### src/rtl/escritor_pkg.sv
// Shared types and widths for the register-bank write buffer.
// Optional forwarding lookup is enabled with WB_FWD_EN.
package escritor_pkg;

  localparam int REG_ADDR_W = 5;
  localparam int DATA_W     = 32;
  localparam int DEPTH_DEF  = 4;

  typedef struct packed {
    logic [REG_ADDR_W-1:0] rd;
    logic [DATA_W-1:0]     data;
  } entry_t;

endpackage

### src/rtl/escritor_banco_fifo_wb.sv
// Pending-write storage: circular buffer with read/write pointers.
// Entry array and read pointer are exported only under WB_FWD_EN.
module fifo_wb
  import escritor_pkg::*;
#(
  parameter  int DEPTH = DEPTH_DEF,
  localparam int PW    = $clog2(DEPTH),
  localparam int CW    = PW + 1
) (
  input  logic                     clk,
  input  logic                     rst,
  input  logic                     push_i,
  input  entry_t                   wr_i,
  input  logic                     pop_i,
  output entry_t                   head_o,
`ifdef WB_FWD_EN
  output entry_t [DEPTH-1:0]       mem_o,
  output logic   [PW-1:0]          rd_ptr_o,
`endif
  output logic   [CW-1:0]          count_o
);

  entry_t [DEPTH-1:0] mem_q, mem_d;
  logic   [PW-1:0]    wr_ptr_q, wr_ptr_d;
  logic   [PW-1:0]    rd_ptr_q, rd_ptr_d;
  logic   [CW-1:0]    cnt_q, cnt_d;
  logic               push_ok, pop_ok;

  // Guards keep occupancy in 0..DEPTH even if a caller misbehaves.
  assign push_ok = push_i && (cnt_q < CW'(DEPTH));
  assign pop_ok  = pop_i && (cnt_q != '0);

  always_comb begin
    mem_d    = mem_q;
    wr_ptr_d = wr_ptr_q;
    rd_ptr_d = rd_ptr_q;
    cnt_d    = cnt_q;
    if (push_ok) begin
      mem_d[wr_ptr_q] = wr_i;
      wr_ptr_d        = wr_ptr_q + 1'b1;
    end
    if (pop_ok) begin
      rd_ptr_d = rd_ptr_q + 1'b1;
    end
    if (push_ok && !pop_ok) begin
      cnt_d = cnt_q + 1'b1;
    end else if (!push_ok && pop_ok) begin
      cnt_d = cnt_q - 1'b1;
    end
  end

  always_ff @(posedge clk or posedge rst) begin
    if (rst) begin
      mem_q    <= '0;
      wr_ptr_q <= '0;
      rd_ptr_q <= '0;
      cnt_q    <= '0;
    end else begin
      mem_q    <= mem_d;
      wr_ptr_q <= wr_ptr_d;
      rd_ptr_q <= rd_ptr_d;
      cnt_q    <= cnt_d;
    end
  end

  assign head_o  = (cnt_q != '0) ? mem_q[rd_ptr_q] : '0;
  assign count_o = cnt_q;

`ifdef WB_FWD_EN
  assign mem_o    = mem_q;
  assign rd_ptr_o = rd_ptr_q;
`endif

endmodule

### src/rtl/escritor_banco.sv
// Write-back buffer in front of the register bank: handshake, x0 filter.
// Define WB_FWD_EN to add the youngest-match forwarding lookup.
module escritor_banco
  import escritor_pkg::*;
#(
  parameter  int DEPTH = DEPTH_DEF,
  localparam int PW    = $clog2(DEPTH),
  localparam int CW    = PW + 1
) (
  input  logic                  clk,
  input  logic                  rst,
  input  logic                  in_valid,
  output logic                  in_ready,
  input  logic [REG_ADDR_W-1:0] in_reg,
  input  logic [DATA_W-1:0]     in_data,
  output logic [REG_ADDR_W-1:0] WriteReg,
  output logic [DATA_W-1:0]     Writedata,
  output logic                  Regwrite,
  input  logic                  bank_ready,
`ifdef WB_FWD_EN
  input  logic [REG_ADDR_W-1:0] fwd_reg,
  output logic                  fwd_hit,
  output logic [DATA_W-1:0]     fwd_data,
`endif
  output logic [CW-1:0]         count
);

  entry_t head;
  entry_t wr_ent;
  logic   push, pop;

  assign in_ready = !rst && (count < CW'(DEPTH));
  // Writes to x0 are accepted but never reach the bank.
  assign push     = in_valid && in_ready && (in_reg != '0);
  assign pop      = Regwrite && bank_ready;
  assign wr_ent   = '{rd: in_reg, data: in_data};

`ifdef WB_FWD_EN
  entry_t [DEPTH-1:0] mem;
  logic   [PW-1:0]    rd_ptr;
  logic   [PW-1:0]    fwd_idx;
`endif

  fifo_wb #(.DEPTH(DEPTH)) u_fifo (
    .clk      (clk),
    .rst      (rst),
    .push_i   (push),
    .wr_i     (wr_ent),
    .pop_i    (pop),
    .head_o   (head),
`ifdef WB_FWD_EN
    .mem_o    (mem),
    .rd_ptr_o (rd_ptr),
`endif
    .count_o  (count)
  );

  assign Regwrite  = (count != '0);
  assign WriteReg  = head.rd;
  assign Writedata = head.data;

`ifdef WB_FWD_EN
  // Scan oldest to youngest so the last match wins.
  always_comb begin
    fwd_hit  = 1'b0;
    fwd_data = '0;
    fwd_idx  = '0;
    for (int i = 0; i < DEPTH; i++) begin
      fwd_idx = rd_ptr + PW'(i);
      if ((CW'(i) < count) && (fwd_reg != '0) &&
          (mem[fwd_idx].rd == fwd_reg)) begin
        fwd_hit  = 1'b1;
        fwd_data = mem[fwd_idx].data;
      end
    end
  end
`endif

endmodule
### config.mk
export PLATFORM = sky130hd
export DESIGN_NAME = escritor_banco
export DESIGN_NICKNAME = d
export VERILOG_FILES = /design/src/rtl/escritor_pkg.sv /design/src/rtl/escritor_banco_fifo_wb.sv /design/src/rtl/escritor_banco.sv
export SDC_FILE = /design/constraint.sdc
export NUM_CORES = 1
export LEC_CHECK = 0
export CORE_MARGIN = 3
export CORE_UTILIZATION = 55
export CTS_CLUSTER_DIAMETER = 30
export DETAILED_ROUTE_END_ITERATION = 10
export PLACE_DENSITY = 0.9
export SLEW_MARGIN = 5
export SYNTH_ARGS = -nofsm -noshare
export SYNTH_HDL_FRONTEND = slang
export SYNTH_SLANG_ARGS = --single-unit
### constraint.sdc
create_clock -name clk -period 7.4 [get_ports clk]
set_input_delay 1.48 -clock clk [delete_from_list [all_inputs] [get_ports clk]]
set_output_delay 1.48 -clock clk [all_outputs]
set_load 0.02 [all_outputs]
Word-level counts from Yosys, hierarchy flattened:

Cells that the tools add are included.

* $add $sub $neg: 4
* multipliers: 0
* div/mod/pow operators: 0
* $lt $le $gt $ge: 4
* eq/ne operators: 0
* shifts and indexed selects: 0
* mux-type cells: 8
* bitwise gates (word level): 0
* reductions and logical operators: 15

Operators with widths (count)
* $bwmux 148: 1
* $mux 37: 3
* $bmux 37 s2: 1
* $demux 37 s2: 1
* $logic_and 1x1->1: 9
* $lt 2x3->1 const B: 2
* $mux 3: 2
* $reduce_bool 5->1: 1
* $add 2x1->2 const B: 2
* $add 3x1->3 const B: 1
* $logic_not 1->1: 3
* $lt 3x3->1 const B: 1
* $reduce_bool 3->1: 1
* $sub 3x1->3 const B: 1
* $ge 2x1->1 const B: 1
* $reduce_bool 2->1: 1

* register bits after elaboration: 155
* bits in latches: 0
* bits in writable memories: 0
* ROM bits: 0
* input port bits: 41
* output and inout port bits: 42
* word-level logic and storage cells: 42
* memories: 0

Depth between registers and ports, before layout:

Gate-level depths: netlist of the first run.

* word-level depth: 9
* depth in mapped cells: 10
* gate-level depth less buffers: 9

Hierarchy:

From an unflattened synthesis of the first run, not the netlist that was laid out.

* cells, all modules: 435
* area total of the unflattened synthesis: 7083.0 sq um

By module, submodules not included
* fifo_wb: times used 1, cells an instance 430, area each 7049.3 sq um, sequential area each 3878.7 sq um
* escritor_banco: times used 1, cells an instance 5, area each 33.8 sq um, sequential area each 0.0 sq um

Worst setup path after synthesis of the first run:

Ideal clock, no wire load.

* kind: input-to-reg
* from: input port in_reg[1]
* to: register u_fifo.cnt_q[1], in the netlist u_fifo.count_o[1]
* setup time: 0.125 ns
* data arrival time: 3.404 ns
* data required time: 7.275 ns
* slack: 3.871 ns
* cell stages on the path: 8
* path buffers: 1
* cells stage by stage: or4_1 -> buf_6 -> o211ai_1 -> inv_1 -> ha_1 -> inv_1 -> fa_1 -> mux2_2

* elaborated cells between the ends (all ways): 8
* those cells by class: mux (1); reduce/logical (7)

RTL lines
* from (decl): line escritor_banco.sv:14 `input logic [REG_ADDR_W-1:0] in_reg,`
* $reduce_bool 5->1: line escritor_banco.sv:34 `assign push = in_valid && in_ready && (in_reg != '0);`
* $logic_and 1x1->1: line escritor_banco.sv:34
* $logic_and 1x1->1: line escritor_banco_fifo_wb.sv:30 `assign push_ok = push_i && (cnt_q < CW'(DEPTH));`
* via u_fifo.push_ok: line escritor_banco_fifo_wb.sv:27 `logic push_ok, pop_ok;`
* $logic_and 1x1->1: line escritor_banco_fifo_wb.sv:45 `if (push_ok && !pop_ok) begin`
* $mux 3: line escritor_banco_fifo_wb.sv:45
* via u_fifo.cnt_d[1]: line escritor_banco_fifo_wb.sv:26 `logic [CW-1:0] cnt_q, cnt_d;`
* to (signal assigned): line escritor_banco_fifo_wb.sv:62 `cnt_q <= cnt_d;`
* to (decl): line escritor_banco_fifo_wb.sv:26

The timed path passes the listed nets, and every way through them passes these cells.
A chain may end at the register's enable or synchronous reset.

Final worst setup path of the first run:

* from: input port rst
* to: output port in_ready

* word-level cells in the longest chain between the ends: 2

Ends and longest elaborated chain
* from (decl): line escritor_banco.sv:11 `input logic rst,`
* $logic_not 1->1 (no source line)
* $logic_and 1x1->1: line escritor_banco.sv:32 `assign in_ready = !rst && (count < CW'(DEPTH));`
* to (decl): line escritor_banco.sv:13 `output logic in_ready,`

No other way between the ends.

==> out/qor.yml, run 1 <==
finish:
  area_growth_pct: 21.1
  stdcell_area_um2: 8640
  nFillCells: 830
  fin_nets: 562
  antenna_cells: 0
  regArea_um2: 3880
  multi_input_area_um2: 3030
  drive_gt1_share_pct: 42.6
yosys:
  netlist_instances: 434
  yosysMostFrequentCell: "dfrtp_1"
  syn_area_um2: 7130
  syn_avg_cell_area_um2: 16.4
  synth_top_family_by_area: "multiplexers"
  yosysSeqAreaShare_pct: 54.4
  synth-simple-area-share_pct: 3.70
  synth-compound-area-share_pct: 1.58
  synth.mux.area_fraction_pct: 35.4
  synthAdderAreaFrac_pct: 1.16
  synth-edff-count: 0
  yosysUniqueCellTypes: 22
  synth_commonest_cells: "dfrtp_1 (155), mux2_2 (142), and2_1 (37), mux4_2 (37), buf_6 (13)"
  ys_ff_latch: 155
  synth_xor_area_share_pct: 0.737
  synth_top_area_share_pct: 54.4
  async_flop_share_pct: 100
  ys_top_cells_by_area: "dfrtp_1 (54%), mux2_2 (22%), mux4_2 (12%)"
  ys_dominant_reg_cell: "dfrtp_1"
  yosysTopAreaCell: "dfrtp_1"
  ys_warn_count: 0
  syn_nets: 481
sta:
  max_slew_margin_pct: 22.0
  tns_ns: 0
  tightest_slew_ns: 1.17
  clock_skew_ns: 0.00545
  min_period_ns: 4.60
  finalMaxSlewViolations: 0
  fmax_mhz: 218
  finalSetupViolCount: 0
  hold_violations: 0
  period_share_pct: 62.1
  grt_setup_unrepaired: "false"
critical_path:
  startpoint_type: "input port"
  crit_type: "in -> out"
  crit_arrival_ns: 3.12
  cp_max_fo: 6
  critPathCaptureType: "output port"
  required_ns: 5.92
clock_network:
  post_cts_resized: 0
  clk_transition_reported_paths_ns: 0.06
  clkSinkCount: 155
  worstSkewPairLatency_ns: 0.41
  cts_setup_buffers: 0
  holdBufCountCts: 0
  h-tree-depth: 4
  clockRootBuffer: "clkbuf_16"
  cts_buffer_depth: 2
  cts_tree: "built"
  numCtsBuffers: 17
route:
  routed_wl_mm: 13.9
  first_iter_violations: 273
  first_pass_iters: 4
  drc: 0
  avgViaCountPerCell: 5.74
  wl_per_cell_um: 19.9
  ant_nets: 0
  num_vias: 3993
die:
  die-area_um2: 14400
  start_util_pct: 57.7
  die_w_um: 120
  fp.dieH_um: 120
  core.rowCount: 40
  boundaryPins: 83
  core-area_um2: 12400
grt:
  antenna_found_initial: 0
  grtUsageTotal_pct: 20.9
  grt_max_degree: 97
  grt_pass1_vias: 4480
  grt_pass1_wl_mm: 23.1
  grt_overflow: 0
power:
  combPwrFrac_pct: 43.8
  p_int_mw: 2.98
  clockPowerShare_pct: 20.6
  peakVddDrop_mv: 0.493
  sw_frac_of_total_pct: 31.4
  powerDensity_nw_per_um2: 503
  p_sw_mw: 1.37
  p_leak_nw: 3.70
  seqPwrFrac_pct: 35.6
place:
  place_congestion: 0.713
  dpl.hpwl_mm: 8.36
  post_dp_cell_area_um2: 8020
  port_buffers: 82
hold_path:
  hold_path.class: "reg -> reg"
run:
  cap_violations: 0
status:
  status: "completed"
-- critical path, stage by stage --
cell             delay (ns)
clkdlybuf4s50_1        0.49
nor2_2                 0.44
clkdlybuf4s50_1        0.71
-- sequential cells by signal, indices dropped and copies added, names as in the netlist --
name / flops
u_fifo.mem_q: 148
u_fifo.count_o: 3
u_fifo.rd_ptr_q: 2
u_fifo.wr_ptr_q: 2
-- layout by cell type (no fill, tap or decap), types with 2 or more instances in the layout --
cell type,count
and2_1,37
buf_4,7
bufinv_16,4
clkbuf_16,17
clkdlybuf4s50_1,82
clkinv_2,6
clkinvlp_4,2
dfrtp_1,153
dfrtp_2,2
ha_1,5
inv_1,4
mux2_1,8
mux2_2,142
mux4_2,37
o2111ai_4,4
xnor2_1,4
xor2_1,2
-- layer usage --
| metal | wire length (um) | global-route usage, % |
|---|---|---|
| met5 | 0 | 0 |
| met3 | 540 | 5.75 |
| met4 | 135 | 5.51 |
| met2 | 7090 | 35.2 |
| met1 | 6110 | 27.1 |
-- kinds of logic after synthesis --
| family | count (synthesis) |
|---|---|
| xor+xnor | 6 |
| simple gates | 43 |
| compound gates | 5 |
| fa+ha+maj | 6 |
| mux | 187 |
| buf+inv | 32 |
| flops | 155 |
-- power by group through the flow --
stage / sequential (mW) / combinational [mW] / clock [mW]
6_report: 1.55 / 1.91 / 0.897
5_1_grt: 1.60 / 2.04 / 0.954
4_1_cts: 1.55 / 1.94 / 0.911
3_5_place_dp: 1.55 / 1.92 / 0
3_3_place_gp: 1.51 / 1.88 / 0
2_1_floorplan: 1.43 / 1.35 / 0
-- stage by stage --
step | total power [mW] | std cells | utilization (%) | hold slack [ns] | setup slack, ns
detailed placement | 3.48 | 664 | 64.9 | 0.481 | 2.81
floorplan | 2.78 | 434 | - | 0.459 | 1.74
CTS | 4.39 | 696 | 69.9 | 0.494 | 2.80
global placement | 3.39 | 664 | 64.9 | 0.469 | 2.83
global route | 4.60 | 696 | 69.9 | 0.510 | 2.75
finish | 4.35 | 696 | 69.9 | 0.494 | 2.80
-- area by class of cell --
class,instances,share of cell area [%]
Sequential cell,155,44.9
Timing Repair Buffer,89,10.1
Inverter,5,0.275
Clock buffer,19,5.13
Multi-Input combinational cell,247,35.1
Clock inverter,13,2.01
Tap cell,168,2.43
-- worst paths after layout --
path,from,endpoint,slack [ns],cells after the start
min reg2reg,u_fifo.mem_q[30],u_fifo.mem_q[30],0.49,1
max,rst,in_ready,2.80,3
min in group asynchronous,rst,u_fifo.count_o[2],1.53,2
max in group asynchronous,rst,u_fifo.rd_ptr_q[0],4.21,3
min,u_fifo.mem_q[30],u_fifo.mem_q[30],0.49,1
max reg2reg,u_fifo.count_o[2],u_fifo.count_o[2],4.99,9
No activity file was read; power rests on OpenSTA's default activity.
==> run 2: changes to the inputs <==
- clock period: 7.4 -> 4.6 ns (I/O delays scaled with it)
==> run 2 against run 1 <==
Net effect: first-iteration DRC count fell by 11%; via count rose by 0.65%; highest routed layer unchanged; die area did not move; design area rose by 0.78%; critical endpoint is now Writedata[0]; global-route usage rose by 0.22 points.
==> out/qor.yml, run 2 (synthesized netlist as in run 1, its figures left out) <==
finish:
  layout.cells.non_filler: 699
  antenna_cells: 0
  largest_reg_flops: 148
  most-common-layout-cells: "dfrtp_1 (153), mux2_2 (142), clkdlybuf4s50_1 (82)"
  area_growth_pct: 22.1
  nFillCells: 833
  final_common_cell: "dfrtp_1"
  stdcell_area_um2: 8710
  regMostFlops: "u_fifo.mem_q"
  fin_nets: 567
  drive_gt1_share_pct: 42.9
  utilization_pct: 70.4
status:
  status: "completed"
critical_path:
  cp-endpoint: "Writedata[0]"
  critPathCaptureType: "output port"
  crit_chain: "or3_1 -> buf_4 -> and2_1 -> clkdlybuf4s50_1"
  crit_arrival_ns: 2.83
  critPathBufInv: 2
  r2r_slack_ns: 1.81
  cpPeakStageDelay_ns: 0.89
  crit_cells: 4
  r2r-start: "u_fifo.count_o[2]"
  cp-startpoint: "u_fifo.count_o[0]"
  cp_max_fo: 32
  cpMaxStageDelayCell: "or3_1"
  r2r_end: "u_fifo.count_o[2]"
  startpoint_type: "register"
  critPathTopFamily: "simple AND/OR/NAND/NOR gates"
  ff2ff_path_depth: 8
  required_ns: 3.68
  crit_type: "reg -> out"
power:
  seqPwrFrac_pct: 35.5
  powerDensity_nw_per_um2: 805
  sw_frac_of_total_pct: 31.3
  combPwrFrac_pct: 44.1
  clockPowerShare_pct: 20.4
  totalPowerFinal_mw: 7.01
  peakVddDrop_mv: 0.534
  p_int_mw: 4.82
  p_leak_nw: 3.73
  p_sw_mw: 2.19
route:
  wl_per_cell_um: 19.9
  avgViaCountPerCell: 5.75
  ant_nets: 0
  routed_wl_mm: 13.9
  first_iter_violations: 243
  drc: 0
  num_vias: 4019
  first_pass_iters: 4
place:
  port_buffers: 82
  dpl_worst_slack_ns: 0.846
  dp_cells: 669
  dpl.hpwl_mm: 8.95
  post_dp_cell_area_um2: 8100
  place_congestion: 0.756
grt:
  grt_max_degree: 95
  grtUsageTotal_pct: 21.2
  grt_pass1_wl_mm: 23.4
  grt_pass1_vias: 4483
  antenna_found_initial: 0
  grt_overflow: 0
clock_network:
  clockRootBuffer: "clkbuf_16"
  worstSkewPairLatency_ns: 0.42
  cts_buffer_depth: 2
  clk_transition_reported_paths_ns: 0.06
  post_cts_resized: 0
  clkSinkCount: 155
  numCtsBuffers: 17
  h-tree-depth: 4
  holdBufCountCts: 0
  cts_setup_buffers: 0
  cts_tree: "built"
sta:
  finalSetupViolCount: 0
  tightest_slew_ns: 1.13
  fin_hold_ws_ns: 0.492
  tns_ns: 0
  min_period_ns: 3.75
  fin_ws_ns: 0.853
  grt_setup_unrepaired: "false"
  finalMaxSlewViolations: 0
  fmax_mhz: 267
  max_slew_margin_pct: 25.0
  clock_skew_ns: 0.00764
  period_share_pct: 81.5
  hold_violations: 0
die:
  core.rowCount: 40
  core-area_um2: 12400
  fp.dieH_um: 120
  boundaryPins: 83
  start_util_pct: 57.7
  die_w_um: 120
  die-area_um2: 14400
hold_path:
  hold_path.class: "reg -> reg"
run:
  cap_violations: 0
run 2: layout make-up:
class / count / area [um2] / share of cell area, %
well taps: 168 / 210 / 2.41
flip-flops and latches: 155 / 3880 / 44.6
multi-input cells: 247 / 3030 / 34.8
inverters: 5 / 22.5 / 0.259
repair buffers: 94 / 948 / 10.9
clock buffers: 23 / 498 / 5.72
clock inverters: 7 / 113 / 1.29
run 2: per-layer routing:
metal / part of all wire (%) / up-vias / global-route usage [%] / wire (um)
met5: 0 / - / 0 / 0
met4: 1.4 / 0 / 7.09 / 191
met3: 4.0 / 15 / 4.81 / 559
met2: 51 / 80 / 35.1 / 7120
met1: 44 / 2162 / 27.8 / 6070
li1: - / 1762 / - / -
run 2: worst min-delay path by stage:
stage / from / endpoint / slack, ns / depth (start not counted)
5_1_grt: u_fifo.mem_q[106] / u_fifo.mem_q[106] / 0.51 / 1
4_1_cts: u_fifo.mem_q[106] / u_fifo.mem_q[106] / 0.49 / 1
6_report: u_fifo.mem_q[29] / u_fifo.mem_q[29] / 0.49 / 1
3_3_place_gp: u_fifo.mem_q[29] / u_fifo.mem_q[29] / 0.47 / 1
3_5_place_dp: u_fifo.mem_q[106] / u_fifo.mem_q[106] / 0.48 / 1
2_1_floorplan: u_fifo.mem_q[69] / u_fifo.mem_q[69] / 0.46 / 1
run 2: power by group through the flow:
stage / registers (mW) / logic, mW / clock network [mW]
2_1_floorplan: 2.30 / 2.17 / 0
3_3_place_gp: 2.44 / 3.04 / 0
3_5_place_dp: 2.51 / 3.12 / 0
4_1_cts: 2.49 / 3.14 / 1.45
5_1_grt: 2.58 / 3.31 / 1.51
6_report: 2.49 / 3.10 / 1.43
